### src/rtl/core_pkg.sv
// Shared types and encodings for the multicycle RV32I-subset core control path.
package core_pkg;

  typedef enum logic [3:0] {
    StFetch, StDecode, StMemAdr, StMemRead, StMemWb, StMemWrite,
    StExecR, StExecI, StAluWb, StBeq, StJal
  } state_e;

  localparam logic [6:0] OP_LW    = 7'b0000011;
  localparam logic [6:0] OP_SW    = 7'b0100011;
  localparam logic [6:0] OP_RTYPE = 7'b0110011;
  localparam logic [6:0] OP_IALU  = 7'b0010011;
  localparam logic [6:0] OP_BEQ   = 7'b1100011;
  localparam logic [6:0] OP_JAL   = 7'b1101111;

  localparam logic [2:0] ALU_ADD   = 3'b000;
  localparam logic [2:0] ALU_SUB   = 3'b001;
  localparam logic [2:0] ALU_AND   = 3'b010;
  localparam logic [2:0] ALU_OR    = 3'b011;
  localparam logic [2:0] ALU_PASSA = 3'b111;

  localparam logic [1:0] ALUOP_ADD   = 2'b00;
  localparam logic [1:0] ALUOP_SUB   = 2'b01;
  localparam logic [1:0] ALUOP_FUNCT = 2'b10;

  localparam logic [1:0] RES_ALUOUT    = 2'b00;
  localparam logic [1:0] RES_DATA      = 2'b01;
  localparam logic [1:0] RES_ALURESULT = 2'b10;

  localparam logic [1:0] SRCA_PC    = 2'b00;
  localparam logic [1:0] SRCA_OLDPC = 2'b01;
  localparam logic [1:0] SRCA_RS1   = 2'b10;

  localparam logic [1:0] SRCB_RS2  = 2'b00;
  localparam logic [1:0] SRCB_IMM  = 2'b01;
  localparam logic [1:0] SRCB_FOUR = 2'b10;

endpackage

### src/rtl/alu_decoder.sv
// Maps the FSM's ALUOp plus instruction funct fields to the ALU operation code.
module alu_decoder
  import core_pkg::*;
(
  input  logic [1:0] ALUOp,
  input  logic [2:0] funct3,
  input  logic       op5,
  input  logic       funct7b5,
  output logic [2:0] ALUControl
);

  always_comb begin
    ALUControl = ALU_PASSA;
    unique case (ALUOp)
      ALUOP_ADD: ALUControl = ALU_ADD;
      ALUOP_SUB: ALUControl = ALU_SUB;
      ALUOP_FUNCT: begin
        unique case (funct3)
          // Only R-type (op[5] set) can subtract; I-type funct7 bits are immediate.
          3'b000:  ALUControl = (op5 & funct7b5) ? ALU_SUB : ALU_ADD;
          3'b110:  ALUControl = ALU_OR;
          3'b111:  ALUControl = ALU_AND;
          default: ALUControl = ALU_PASSA;
        endcase
      end
      default: ALUControl = ALU_PASSA;
    endcase
  end

endmodule

### src/rtl/multicycle_control.sv
// Moore control FSM of the multicycle core: sequences each instruction and drives
// every datapath select and enable; immediate format is decoded from the opcode.
module multicycle_control
  import core_pkg::*;
(
  input  logic       clk,
  input  logic       reset,
  input  logic [6:0] op,
  input  logic [2:0] funct3,
  input  logic       funct7b5,
  input  logic       zero,
  output logic       PCWrite,
  output logic       AdrSrc,
  output logic       MemWrite,
  output logic       IRWrite,
  output logic [1:0] ResultSrc,
  output logic [1:0] ALUSrcA,
  output logic [1:0] ALUSrcB,
  output logic       RegWrite,
  output logic [1:0] ImmSrc,
  output logic [2:0] ALUControl
);

  state_e     state, state_next;
  logic [1:0] alu_op;
  logic       pc_update, branch, ir_write, mem_write, reg_write;

  always_ff @(posedge clk or posedge reset) begin
    if (reset) state <= StFetch;
    else       state <= state_next;
  end

  always_comb begin
    state_next = StFetch;
    alu_op     = ALUOP_ADD;
    pc_update  = 1'b0;
    branch     = 1'b0;
    ir_write   = 1'b0;
    mem_write  = 1'b0;
    reg_write  = 1'b0;
    AdrSrc     = 1'b0;
    ResultSrc  = RES_ALUOUT;
    ALUSrcA    = SRCA_PC;
    ALUSrcB    = SRCB_RS2;
    unique case (state)
      StFetch: begin
        ir_write   = 1'b1;
        pc_update  = 1'b1;
        ALUSrcB    = SRCB_FOUR;
        ResultSrc  = RES_ALURESULT;
        state_next = StDecode;
      end
      StDecode: begin
        ALUSrcA = SRCA_OLDPC;
        ALUSrcB = SRCB_IMM;
        unique case (op)
          OP_LW, OP_SW: state_next = StMemAdr;
          OP_RTYPE:     state_next = StExecR;
          OP_IALU:      state_next = StExecI;
          OP_BEQ:       state_next = StBeq;
          OP_JAL:       state_next = StJal;
          default:      state_next = StFetch;
        endcase
      end
      StMemAdr: begin
        ALUSrcA    = SRCA_RS1;
        ALUSrcB    = SRCB_IMM;
        state_next = (op == OP_LW) ? StMemRead : StMemWrite;
      end
      StMemRead: begin
        AdrSrc     = 1'b1;
        state_next = StMemWb;
      end
      StMemWb: begin
        ResultSrc = RES_DATA;
        reg_write = 1'b1;
      end
      StMemWrite: begin
        AdrSrc    = 1'b1;
        mem_write = 1'b1;
      end
      StExecR: begin
        ALUSrcA    = SRCA_RS1;
        alu_op     = ALUOP_FUNCT;
        state_next = StAluWb;
      end
      StExecI: begin
        ALUSrcA    = SRCA_RS1;
        ALUSrcB    = SRCB_IMM;
        alu_op     = ALUOP_FUNCT;
        state_next = StAluWb;
      end
      StAluWb: reg_write = 1'b1;
      StBeq: begin
        ALUSrcA = SRCA_RS1;
        alu_op  = ALUOP_SUB;
        branch  = 1'b1;
      end
      StJal: begin
        ALUSrcA    = SRCA_OLDPC;
        ALUSrcB    = SRCB_FOUR;
        pc_update  = 1'b1;
        state_next = StAluWb;
      end
      default: state_next = StFetch;
    endcase
  end

  // Reset already forces StFetch; gate the enables FETCH would otherwise raise.
  assign PCWrite  = ~reset & (pc_update | (branch & zero));
  assign IRWrite  = ~reset & ir_write;
  assign MemWrite = ~reset & mem_write;
  assign RegWrite = ~reset & reg_write;

  always_comb begin
    unique case (op)
      OP_LW, OP_IALU: ImmSrc = 2'b00;
      OP_SW:          ImmSrc = 2'b01;
      OP_BEQ:         ImmSrc = 2'b10;
      OP_JAL:         ImmSrc = 2'b11;
      default:        ImmSrc = 2'b00;
    endcase
  end

  alu_decoder u_alu_decoder (
    .ALUOp      (alu_op),
    .funct3     (funct3),
    .op5        (op[5]),
    .funct7b5   (funct7b5),
    .ALUControl (ALUControl)
  );

endmodule

### config.mk
export PLATFORM = sky130hd
export DESIGN_NAME = multicycle_control
export DESIGN_NICKNAME = d
export VERILOG_FILES = /design/src/rtl/core_pkg.sv /design/src/rtl/alu_decoder.sv /design/src/rtl/multicycle_control.sv
export SDC_FILE = /design/constraint.sdc
export NUM_CORES = 1
export LEC_CHECK = 0
export CORE_AREA = 2 2 44 46
export CTS_CLUSTER_SIZE = 14
export DETAILED_ROUTE_END_ITERATION = 12
export DIE_AREA = 0 0 46 48
export HOLD_SLACK_MARGIN = 0.02
export PLACE_DENSITY_LB_ADDON = 0.2
export SLEW_MARGIN = 20
export SYNTH_ARGS = -nofsm -noshare
export SYNTH_HDL_FRONTEND = slang
export SYNTH_HIERARCHICAL = 1
export SYNTH_SLANG_ARGS = --single-unit
### constraint.sdc
create_clock -name clk -period 4.2 [get_ports clk]
set_input_delay 0.63 -clock clk [delete_from_list [all_inputs] [get_ports clk]]
set_output_delay 0.63 -clock clk [all_outputs]
set_load 0.02 [all_outputs]
; After elaboration in Yosys (flattened, before gate mapping)
; Index checks and enable logic that the tools add are counted.
; W data, S select, Z words.
[op_classes]
n_reduce_logical = 12
n_mux = 17
n_eq_ne = 20
bitwise = 8
[ops]
columns = operator, n
row1 = $pmux W4 S5, 2
row2 = $pmux W3 S3, 2
row3 = $eq A4 B3 Y1 const B, 4
row4 = $pmux W2 S2, 4
row5 = $eq A7 B6 Y1 const B, 2
row6 = $eq A7 B7 Y1 const B, 2
row7 = $eq A4 B4 Y1 const B, 3
row8 = $reduce_or A2 Y1, 6
row9 = $eq A4 B2 Y1 const B, 2
row10 = $eq A7 B2 Y1 const B, 1
row11 = $eq A7 B5 Y1 const B, 1
row12 = $mux W1, 7
row13 = $and A1 B1 Y1, 6
row14 = $eq A3 B3 Y1 const B, 2
row15 = $pmux W2 S3, 1
row16 = $reduce_or A3 Y1, 2
row17 = $eq A4 B1 Y1 const B, 1
row18 = $logic_not A4 Y1, 1
row19 = $reduce_or A4 Y1, 1
row20 = $logic_not A3 Y1, 1
row21 = $mux W3, 1
row22 = $eq A2 B1 Y1 const B, 1
row23 = $eq A2 B2 Y1 const B, 1
row24 = $logic_not A2 Y1, 1
row25 = other kinds (2), 2
[totals]
wordCells = 58
reg_bits = 4
inputBits = 14
out_inout_bits = 16

; Longest topological paths before layout
; Gate-level depths: netlist (run 1).
[logic_depth]
depth_word = 5
mapped_depth = 5
depth_no_buf = 4

; Cells and area by module
; The synthesis (run 1) kept the hierarchy.
[by_module_without_submodules]
columns = module, n_inst, cells_each, area_per_inst_um2, seq_area_each_um2
row1 = multicycle_control, 1, 66, 518.0, 100.1
row2 = alu_decoder, 1, 7, 55.1, 0.0

; Worst setup path before layout (run 1)
; Ideal clock, no wire load.
[synth_timing]
path_kind = input to output
start = input op[3]
end = output ImmSrc[0]
slack_ns = 2.057
path_stages = 3
required_time_ns = 3.570
arrival_ns = 1.513
n_path_buf = 0
cell_sequence = and4bb_1 nand2_1 a21boi_0
[synth_via]
elab_chain_cells = 2
elab_cells_between_ends = 4
cone_classes = 3 x eq/ne / 1 x mux
[synth_lines]
columns = item, line_no
row1 = start: declaration, multicycle_control.sv:8  ; input logic [6:0] op,
row2 = $eq A7 B7 Y1 / $eq A7 B6 Y1 (equally long branches), multicycle_control.sv:116  ; unique case (op)
row3 = $pmux W2 S3 *, multicycle_control.sv:116
row4 = end: declaration, multicycle_control.sv:20  ; output logic [1:0] ImmSrc,
; Mark *: on every way between the ends. The rest lies on a longest branch, timed or not.

; Final worst setup path (run 1)
; Same ends and word-level chain as after synthesis.

==> out/qor_table.md, run 1 <==
| Stage | Parameter | This run |
| --- | --- | --- |
| run status | Status | finished clean |
| logic synthesis | Number of distinct library cells after synthesis | 41 |
| placed design | I/O Buffers | 29 |
| sta | Hold Vio Cnt, Final | 0 |
| sta | Rel. slew slack | 67.54% |
| floorplan | Die height | 48 µm |
| clock tree | Number of H-tree levels | 1 |
| logic synthesis | Mean instance size in the synthesized netlist | 7.850 µm² |
| grt | Initial antenna violation count | 0 |
| logic synthesis | Number of enable flip-flop cells after synthesis | 0 |
| clock tree | Clk slew on worst S/H paths | 40 ps |
| floorplan | Initial cell density of the core | 33.93% |
| logic synthesis | Async SR Flop Fraction | 100.0% |
| power and ir drop | Internal power component | 159.6 µW |
| layout | Final core utilization | 51.85% |
| logic synthesis | Largest family of logic cells by synthesized area | simple AND/OR/NAND/NOR gates |
| setup path | Kind of start point of the critical path | input pin |
| grt | GRT Total Usage | 15.07% |
| clock tree | # hold bufs at CTS | 0 |
| grt | GRT overflow | 0 |
| sta | Total negative slack for setup checks | 0 ps |
| layout | Flip-flop count of the largest register, all copies and words added | 4 |
| logic synthesis | Post-synthesis sequential area ratio | 17.47% |
| route | Detailed-route DRC error count | 0 |
| route | Via count normalized by instance count | 5.513 |
| logic synthesis | Cell Area, Synth | 573.1 µm² |
| setup path | Required arrival time at the worst endpoint | 3570 ps |
| placed design | Post-Place Setup Slack | 1232 ps |
| sta | Max Clock Freq | 0.3356 GHz |
| clock tree | CTS Buffer Depth | 2 |
| grt | First-pass GRT wire length | 2380 µm |
| placed design | Placer Congestion | 0.7903 |
| setup path | Worst setup path class | input pin to output pin |
| power and ir drop | Combinational group share of total power | 59.8% |
| power and ir drop | Total leakage power | 0.0003270 µW |
| power and ir drop | Net Sw Power | 125.6 µW |
| power and ir drop | Total power per unit cell area | 325.6 nW/µm² |
| sta | Final setup margin | 1220 ps |
| clock tree | Number of instances resized during post-cts repair | 0 |
| sta | Fin crit period | 2980 ps |
| floorplan | Cell row count | 15 |
| hold path | Path class of the lowest-slack min-delay path | input pin to async pin |
| sta | Worst clock skew on the final layout | 8.101 ps |
| route | DRT Wirelength | 1468 µm |
| setup path | CP arrival | 2350 ps |
| sta | Tightest hold margin | 764.2 ps |
| clock tree | Source-to-sink clock delay at the later pin of the worst-skew pair | 240 ps |
| route | Per-cell routed wire length | 12.55 µm |
| setup path | Critical Path Sink Type | output pin |
| floorplan | Die width | 46 µm |
| sta | Final count of negative-setup-slack endpoints | 0 |
| logic synthesis | Synthesis Warnings | 6 |
| floorplan | Core Box Area | 1689 µm² |
| clock tree | Number of clock buffers inserted by TritonCTS | 3 |
| route | Number of antenna-violating nets in the routed design | 0 |
| clock tree | CTS sink cnt | 4 |
| power and ir drop | Clock power share | 17.0% |
| power and ir drop | IR drop worst, VDD | 0.2487 mV |
| clock tree | Clock tree root driver cell | sky130_fd_sc_hd__clkbuf_4 |
| sta | RSZ-0062 raised after global routing | no |
| clock tree | Post-CTS setup-driven buffer insertion count | 0 |
| clock tree | TritonCTS clock tree | yes |
| power and ir drop | Switching share of power | 44.03% |
| layout | Area grow syn2layout | 52.84% |
| setup path | Critical path peak fanout | 4 |
| placed design | Half-perimeter wire length after detailed placement | 1143 µm |
| logic synthesis | Share of synthesized area spent on multiplexers | 1.747% |
| route | DR pass1 iterations | 4 |
| grt | Largest net degree at the start of global routing | 16 |
| sta | Max-slew violation count | 0 |
| setup path | Worst R2R Path Depth | 3 |
| layout | Number of antenna diodes | 0 |
| route | Via Count | 645 |
| layout | Largest registers | state: 4 flops |
| layout | Post-layout nets | 116 |
| route | First DRT Iteration DRCs | 5 |
| logic synthesis | Simple-Gate Fraction of Synth Area | 34.06% |
| power and ir drop | Share of total power in sequential cells | 23.1% |
| flow run | Count of max-cap constraint violations | 0 |
| sta | Slew of the pin with the lowest slew margin | 486.8 ps |
| logic synthesis | Synth Instances | 73 |
| logic synthesis | Seq cells post-synth | 4 |
| logic synthesis | Area share of fa/ha/maj cells after synthesis | 0% |
| logic synthesis | Net Count, Synth | 87 |
| logic synthesis | Share of the synthesized area in compound gates (AO/OA/AOI/OAI) | 32.75% |
| floorplan | Total die area | 2208 µm² |
| grt | Vias in the first global route | 536 |
| layout | Layout cells sized above 1 | 11.00% |
| floorplan | Number of top-level pins | 30 |
| layout | Register with the most flip-flops | state |
| logic synthesis | Main flop type after synthesis | sky130_fd_sc_hd__dfrtp_1 |
| logic synthesis | Synthesized-area fraction occupied by xor and xnor cells | 4.585% |
| sta | Share of the cycle needed by the critical path after routing | 70.95% |
==> cell families after synthesis <==
logic type | after synthesis
flops | 4
compound gates | 22
xor+xnor | 3
simple gates | 32
buf+inv | 11
mux | 1
==> worst max-delay path, cell delays in order <==
cell and delay, ps:
sky130_fd_sc_hd__clkdlybuf4s50_1 460, sky130_fd_sc_hd__and4bb_1 340, sky130_fd_sc_hd__nand2_1 90, sky130_fd_sc_hd__a21boi_0 190, sky130_fd_sc_hd__clkdlybuf4s50_1 630
==> cell usage in the layout, fill, tap and decap left out, drive strengths merged, types with 2 or more instances in the layout <==
cell            n
clkdlybuf4s50  29
inv             6
nor3            5
nor2            5
a21oi           5
nand2           4
dfrtp           4
clkbuf          3
xnor2           2
nand3           2
nand2b          2
nor3b           2
a21boi          2
a211oi          2
a2111oi         2
and2b           2
==> area by class of cell <==
cell class,count,area [µm²]
Sequential cell,4,100.1
Clock buffer,3,22.52
Tap cell,17,21.27
Fill cell,172,813.3
Multi-Input combinational cell,58,419.2
Timing Repair Buffer,29,290.3
Inverter,6,22.52
==> synth_stat cells, types with 4 or more instances <==
cell	count	area share, %
sky130_fd_sc_hd__a21oi_1	5	4.4
sky130_fd_sc_hd__buf_2	4	3.5
sky130_fd_sc_hd__dfrtp_1	4	17
sky130_fd_sc_hd__inv_1	5	3.3
sky130_fd_sc_hd__nand2_1	4	2.6
sky130_fd_sc_hd__nor2_1	5	3.3
sky130_fd_sc_hd__nor3_1	5	4.4
==> power by group through the flow <==
stage	logic [µW]	registers, µW	clock network, µW
3_3_place_gp	170	66.4	0
4_1_cts	172	65.6	50.1
5_1_grt	184	68.9	56.6
3_5_place_dp	171	66.2	0
6_report	171	66.0	48.5
2_1_floorplan	111	49.7	0
==> path summary, 6_finish.rpt <==
check                                     end  slack (ps)          startpoint
max                                 ImmSrc[0]        1220               op[3]
min                        state[3]$_DFF_PP0_         760               reset
max reg2reg                state[1]$_DFF_PP0_        2880  state[0]$_DFF_PP0_
min reg2reg                state[0]$_DFF_PP0_         790  state[0]$_DFF_PP0_
max in group asynchronous  state[1]$_DFF_PP0_        3270               reset
min in group clk           state[0]$_DFF_PP0_         790  state[0]$_DFF_PP0_
==> routing by layer <==
metal	share of wire, %	vias up	wire length (µm)	track usage (%)
li1	-	328	-	-
met4	0	0	0	3.429
met2	48	19	703	23.89
met5	0	-	0	0
met1	46	298	679	19.46
met3	5.7	0	84	5.660
==> metrics by stage <==
stage	total power, µW	cell area, µm²	cells
floorplan	160.6	573.1	73
global placement	236.9	853.3	114
detailed placement	237.5	853.3	114
CTS	287.9	875.8	117
global route	309.8	875.8	117
finish	285.2	875.8	117
No activity file was read; power rests on OpenSTA's default activity.
==> run 2, diff against run 1 <==
--- a/config.mk
+++ b/config.mk
@@ -5,10 +5,10 @@
 export SDC_FILE = /design/constraint.sdc
 export NUM_CORES = 1
 export LEC_CHECK = 0
-export CORE_AREA = 2 2 44 46
+export CORE_AREA = 2 2 45 47
 export CTS_CLUSTER_SIZE = 14
 export DETAILED_ROUTE_END_ITERATION = 12
-export DIE_AREA = 0 0 46 48
+export DIE_AREA = 0 0 47 49
 export HOLD_SLACK_MARGIN = 0.02
 export PLACE_DENSITY_LB_ADDON = 0.2
 export SLEW_MARGIN = 20
==> constraint.sdc (replaced) <==
create_clock -name clk -period 2.49 [get_ports clk]
set_input_delay 0.3735 -clock clk [delete_from_list [all_inputs] [get_ports clk]]
set_output_delay 0.3735 -clock clk [all_outputs]
set_load 0.02 [all_outputs]
==> run 2 against run 1 <==
Worst hold slack worse by 240 ps. Register-to-register slack got worse by 1700 ps. Die area up 4.3%. Via count increased by 3.6%. Worst setup slack got worse by 1100 ps. Clock power up 66%. Clock skew down 2.6 ps. Sequential cell count unchanged. Largest cell class unchanged.
==> out/qor_table.md, run 2 (synthesized netlist as in run 1, its figures left out) <==
| Stage | Parameter | This run | vs previous |
| --- | --- | --- | --- |
| run status | Status | finished clean |  |
| clock tree | Clk slew on worst S/H paths | 40 ps | about the same |
| setup path | Critical path peak fanout | 3 | -1 |
| setup path | Worst reg-to-reg setup slack | 1180 ps | -1700 ps |
| route | Via count normalized by instance count | 5.061 | -8.2% |
| sta | Hold Vio Cnt, Final | 0 | unchanged |
| placed design | I/O Buffers | 29 | unchanged |
| power and ir drop | Clock power share | 16.1% | -0.9 points |
| clock tree | Clock tree root driver cell | sky130_fd_sc_hd__clkbuf_4 |  |
| layout | Largest registers | state: 4 flops |  |
| floorplan | Die width | 47 µm | +2.2% |
| power and ir drop | Combinational group share of total power | 63.9% | +4.1 points |
| floorplan | Number of top-level pins | 30 | unchanged |
| layout | Post-layout nets | 121 | +4.3% |
| grt | GRT Total Usage | 15.50% | +0.43 points |
| sta | Final setup margin | 132.5 ps | -1088 ps |
| grt | First-pass GRT wire length | 2608 µm | +9.6% |
| power and ir drop | IR drop worst, VDD | 0.5068 mV | +100% |
| grt | Largest net degree at the start of global routing | 12 | -4 |
| floorplan | Die height | 49 µm | +2.1% |
| route | First DRT Iteration DRCs | 8 | +3 |
| grt | Vias in the first global route | 576 | +7.5% |
| sta | Fin crit period | 2358 ps |  |
| setup path | Worst reg2reg path endpoint | state[2]$_DFF_PP0_ |  |
| placed design | Placer Congestion | 0.7728 | -2.2% |
| setup path | Launch point of the worst path | op[5] |  |
| setup path | Critical Path Sink Type | output pin |  |
| setup path | Largest delay share family, worst path | buffers and inverters |  |
| clock tree | Source-to-sink clock delay at the later pin of the worst-skew pair | 240 ps | about the same |
| setup path | Kind of start point of the critical path | input pin |  |
| sta | Tightest hold margin | 526.4 ps | -237.8 ps |
| layout | Number of antenna diodes | 0 | unchanged |
| layout | Flip-flop count of the largest register, all copies and words added | 4 | unchanged |
| route | Number of antenna-violating nets in the routed design | 0 | unchanged |
| placed design | Post-Place Setup Slack | 86.87 ps | -1145 ps |
| setup path | Total stage count of the critical path | 4 | -1 |
| power and ir drop | Total leakage power | 0.0003813 µW | +17% |
| setup path | Worst setup path class | input pin to output pin |  |
| sta | Max Clock Freq | 0.4242 GHz |  |
| route | Via Count | 668 | +3.6% |
| placed design | Placed cell areas | 903.4 µm² | +5.9% |
| sta | Worst clock skew on the final layout | 5.498 ps | -2.603 ps |
| sta | RSZ-0062 raised after global routing | no |  |
| setup path | CP max stage delay | 530 ps | -100 ps |
| power and ir drop | Total power per unit cell area | 531.9 nW/µm² | +63% |
| route | Detailed-route DRC error count | 0 | unchanged |
| floorplan | Total die area | 2303 µm² | +4.3% |
| layout | Register with the most flip-flops | state |  |
| sta | Max-slew violation count | 0 | unchanged |
| route | Per-cell routed wire length | 12.06 µm | -3.9% |
| sta | Rel. slew slack | 74.26% | +6.7 points |
| clock tree | CTS sink cnt | 4 | unchanged |
| power and ir drop | Share of total power in sequential cells | 19.9% | -3.2 points |
| setup path | WP buf/inv | 2 | unchanged |
| clock tree | Number of clock buffers inserted by TritonCTS | 3 | unchanged |
| setup path | CP arrival | 1980 ps | -370 ps |
| clock tree | CTS Buffer Depth | 2 | unchanged |
| layout | Post-route cell area | 938.4 µm² | +7.1% |
| route | DR pass1 iterations | 4 | unchanged |
| setup path | Reg-to-reg startpoint | state[0]$_DFF_PP0_ |  |
| setup path | Crit-path cells | clkdlybuf4s50_1, a2111o_1, a31o_1, clkdlybuf4s50_1 |  |
| floorplan | Core Box Area | 1842 µm² | +9.0% |
| layout | Highest-count cells in the layout ignoring fill and taps | sky130_fd_sc_hd__clkdlybuf4s50_1 (27), sky130_fd_sc_hd__inv_1 (5), sky130_fd_sc_hd__nor3_1 (5), sky130_fd_sc_hd__a21oi_1 (5), sky130_fd_sc_hd__buf_4 (5) |  |
| hold path | Path class of the lowest-slack min-delay path | input pin to async pin |  |
| layout | Fill cell count | 197 | +15% |
| floorplan | Initial cell density of the core | 31.11% | -2.8 points |
| setup path | CP max stage cell | sky130_fd_sc_hd__clkdlybuf4s50_1 |  |
| setup path | Top cell by count, worst path | sky130_fd_sc_hd__clkdlybuf4s50_1 |  |
| layout | Layout cells sized above 1 | 19.05% | +8.0 points |
| clock tree | Number of H-tree levels | 1 | unchanged |
| grt | GRT overflow | 0 | unchanged |
| sta | Slew of the pin with the lowest slew margin | 381.2 ps | -105.7 ps |
| power and ir drop | Switching share of power | 43.20% | -0.83 points |
| placed design | Half-perimeter wire length after detailed placement | 1240 µm | +8.5% |
| layout | Area grow syn2layout | 63.76% |  |
| layout | Leading cell type in the layout, fill and taps excluded | sky130_fd_sc_hd__clkdlybuf4s50_1 |  |
| power and ir drop | Net Sw Power | 215.6 µW | +72% |
| clock tree | TritonCTS clock tree | yes |  |
| power and ir drop | Internal power component | 283.5 µW | +78% |
| sta | Share of the cycle needed by the critical path after routing | 94.68% |  |
| clock tree | Post-CTS setup-driven buffer insertion count | 0 | unchanged |
| setup path | Endpoint of the most critical setup path | ALUControl[0] |  |
| flow run | Count of max-cap constraint violations | 0 | unchanged |
| floorplan | Cell row count | 16 | +1 |
| sta | Total negative slack for setup checks | 0 ps | unchanged |
| grt | Initial antenna violation count | 0 | unchanged |
| setup path | Required arrival time at the worst endpoint | 2120 ps | -1450 ps |
| power and ir drop | Post-layout total power | 499.2 µW | +75% |
| route | DRT Wirelength | 1592 µm | +8.4% |
| sta | Final count of negative-setup-slack endpoints | 0 | unchanged |
| setup path | Worst R2R Path Depth | 3 | unchanged |
-- run 2: what timing repair did --
item | in CTS | in global routing
cloned | 0 | 0
resized for setup | 1 | 5
hold buffers | 0 | 0
endpoints found under the setup margin | 1 | 5
endpoints found under the hold margin | 0 | 0
-- run 2: worst reg2reg max path, stage by stage, from the launching register on --
cell and delay, ps:
sky130_fd_sc_hd__dfrtp_2 460, sky130_fd_sc_hd__buf_4 190, sky130_fd_sc_hd__o41ai_1 400, sky130_fd_sc_hd__a211oi_2 130
-- run 2: metal layers --
layer	routed length [µm]	global-route usage, %	vias up
met5	0	0	-
met3	72	4.444	0
li1	-	-	338
met2	812	23.97	22
met1	707	20.63	308
met4	0	4.167	0
-- run 2: power groups by stage --
stage / Clock (µW) / Combinational [µW] / Sequential [µW]
CTS: 83.9 / 322 / 97.2
detailed placement: 0 / 320 / 98.2
global route: 91.5 / 347 / 102
floorplan: 0 / 187 / 83.8
finish: 80.5 / 319 / 99.6
global placement: 0 / 318 / 96.5
-- run 2: final cells by class --
cell class	instances	area (µm²)	share of cell area [%]
Tap cell	27	33.78	3.600
Sequential cell	4	102.6	10.93
Timing Repair Buffer	34	332.8	35.47
Inverter	6	22.52	2.400
Clock buffer	3	22.52	2.400
Multi-Input combinational cell	58	424.2	45.20
-- run 2: worst min path at each step --
stage                       startpoint                 end  slack [ps]
floorplan                        reset  state[0]$_DFF_PP0_         140
global placement    state[1]$_DFF_PP0_  state[0]$_DFF_PP0_         650
detailed placement  state[1]$_DFF_PP0_  state[0]$_DFF_PP0_         670
CTS                              reset  state[3]$_DFF_PP0_         530
global route                     reset  state[3]$_DFF_PP0_         540
finish                           reset  state[3]$_DFF_PP0_         530
-- run 2: metrics by stage --
step	utilization [%]	cells
after floorplan	-	73
after global placement	49.05	129
after detailed placement	49.05	129
after CTS	50.34	132
after global routing	50.95	132
final	50.95	132
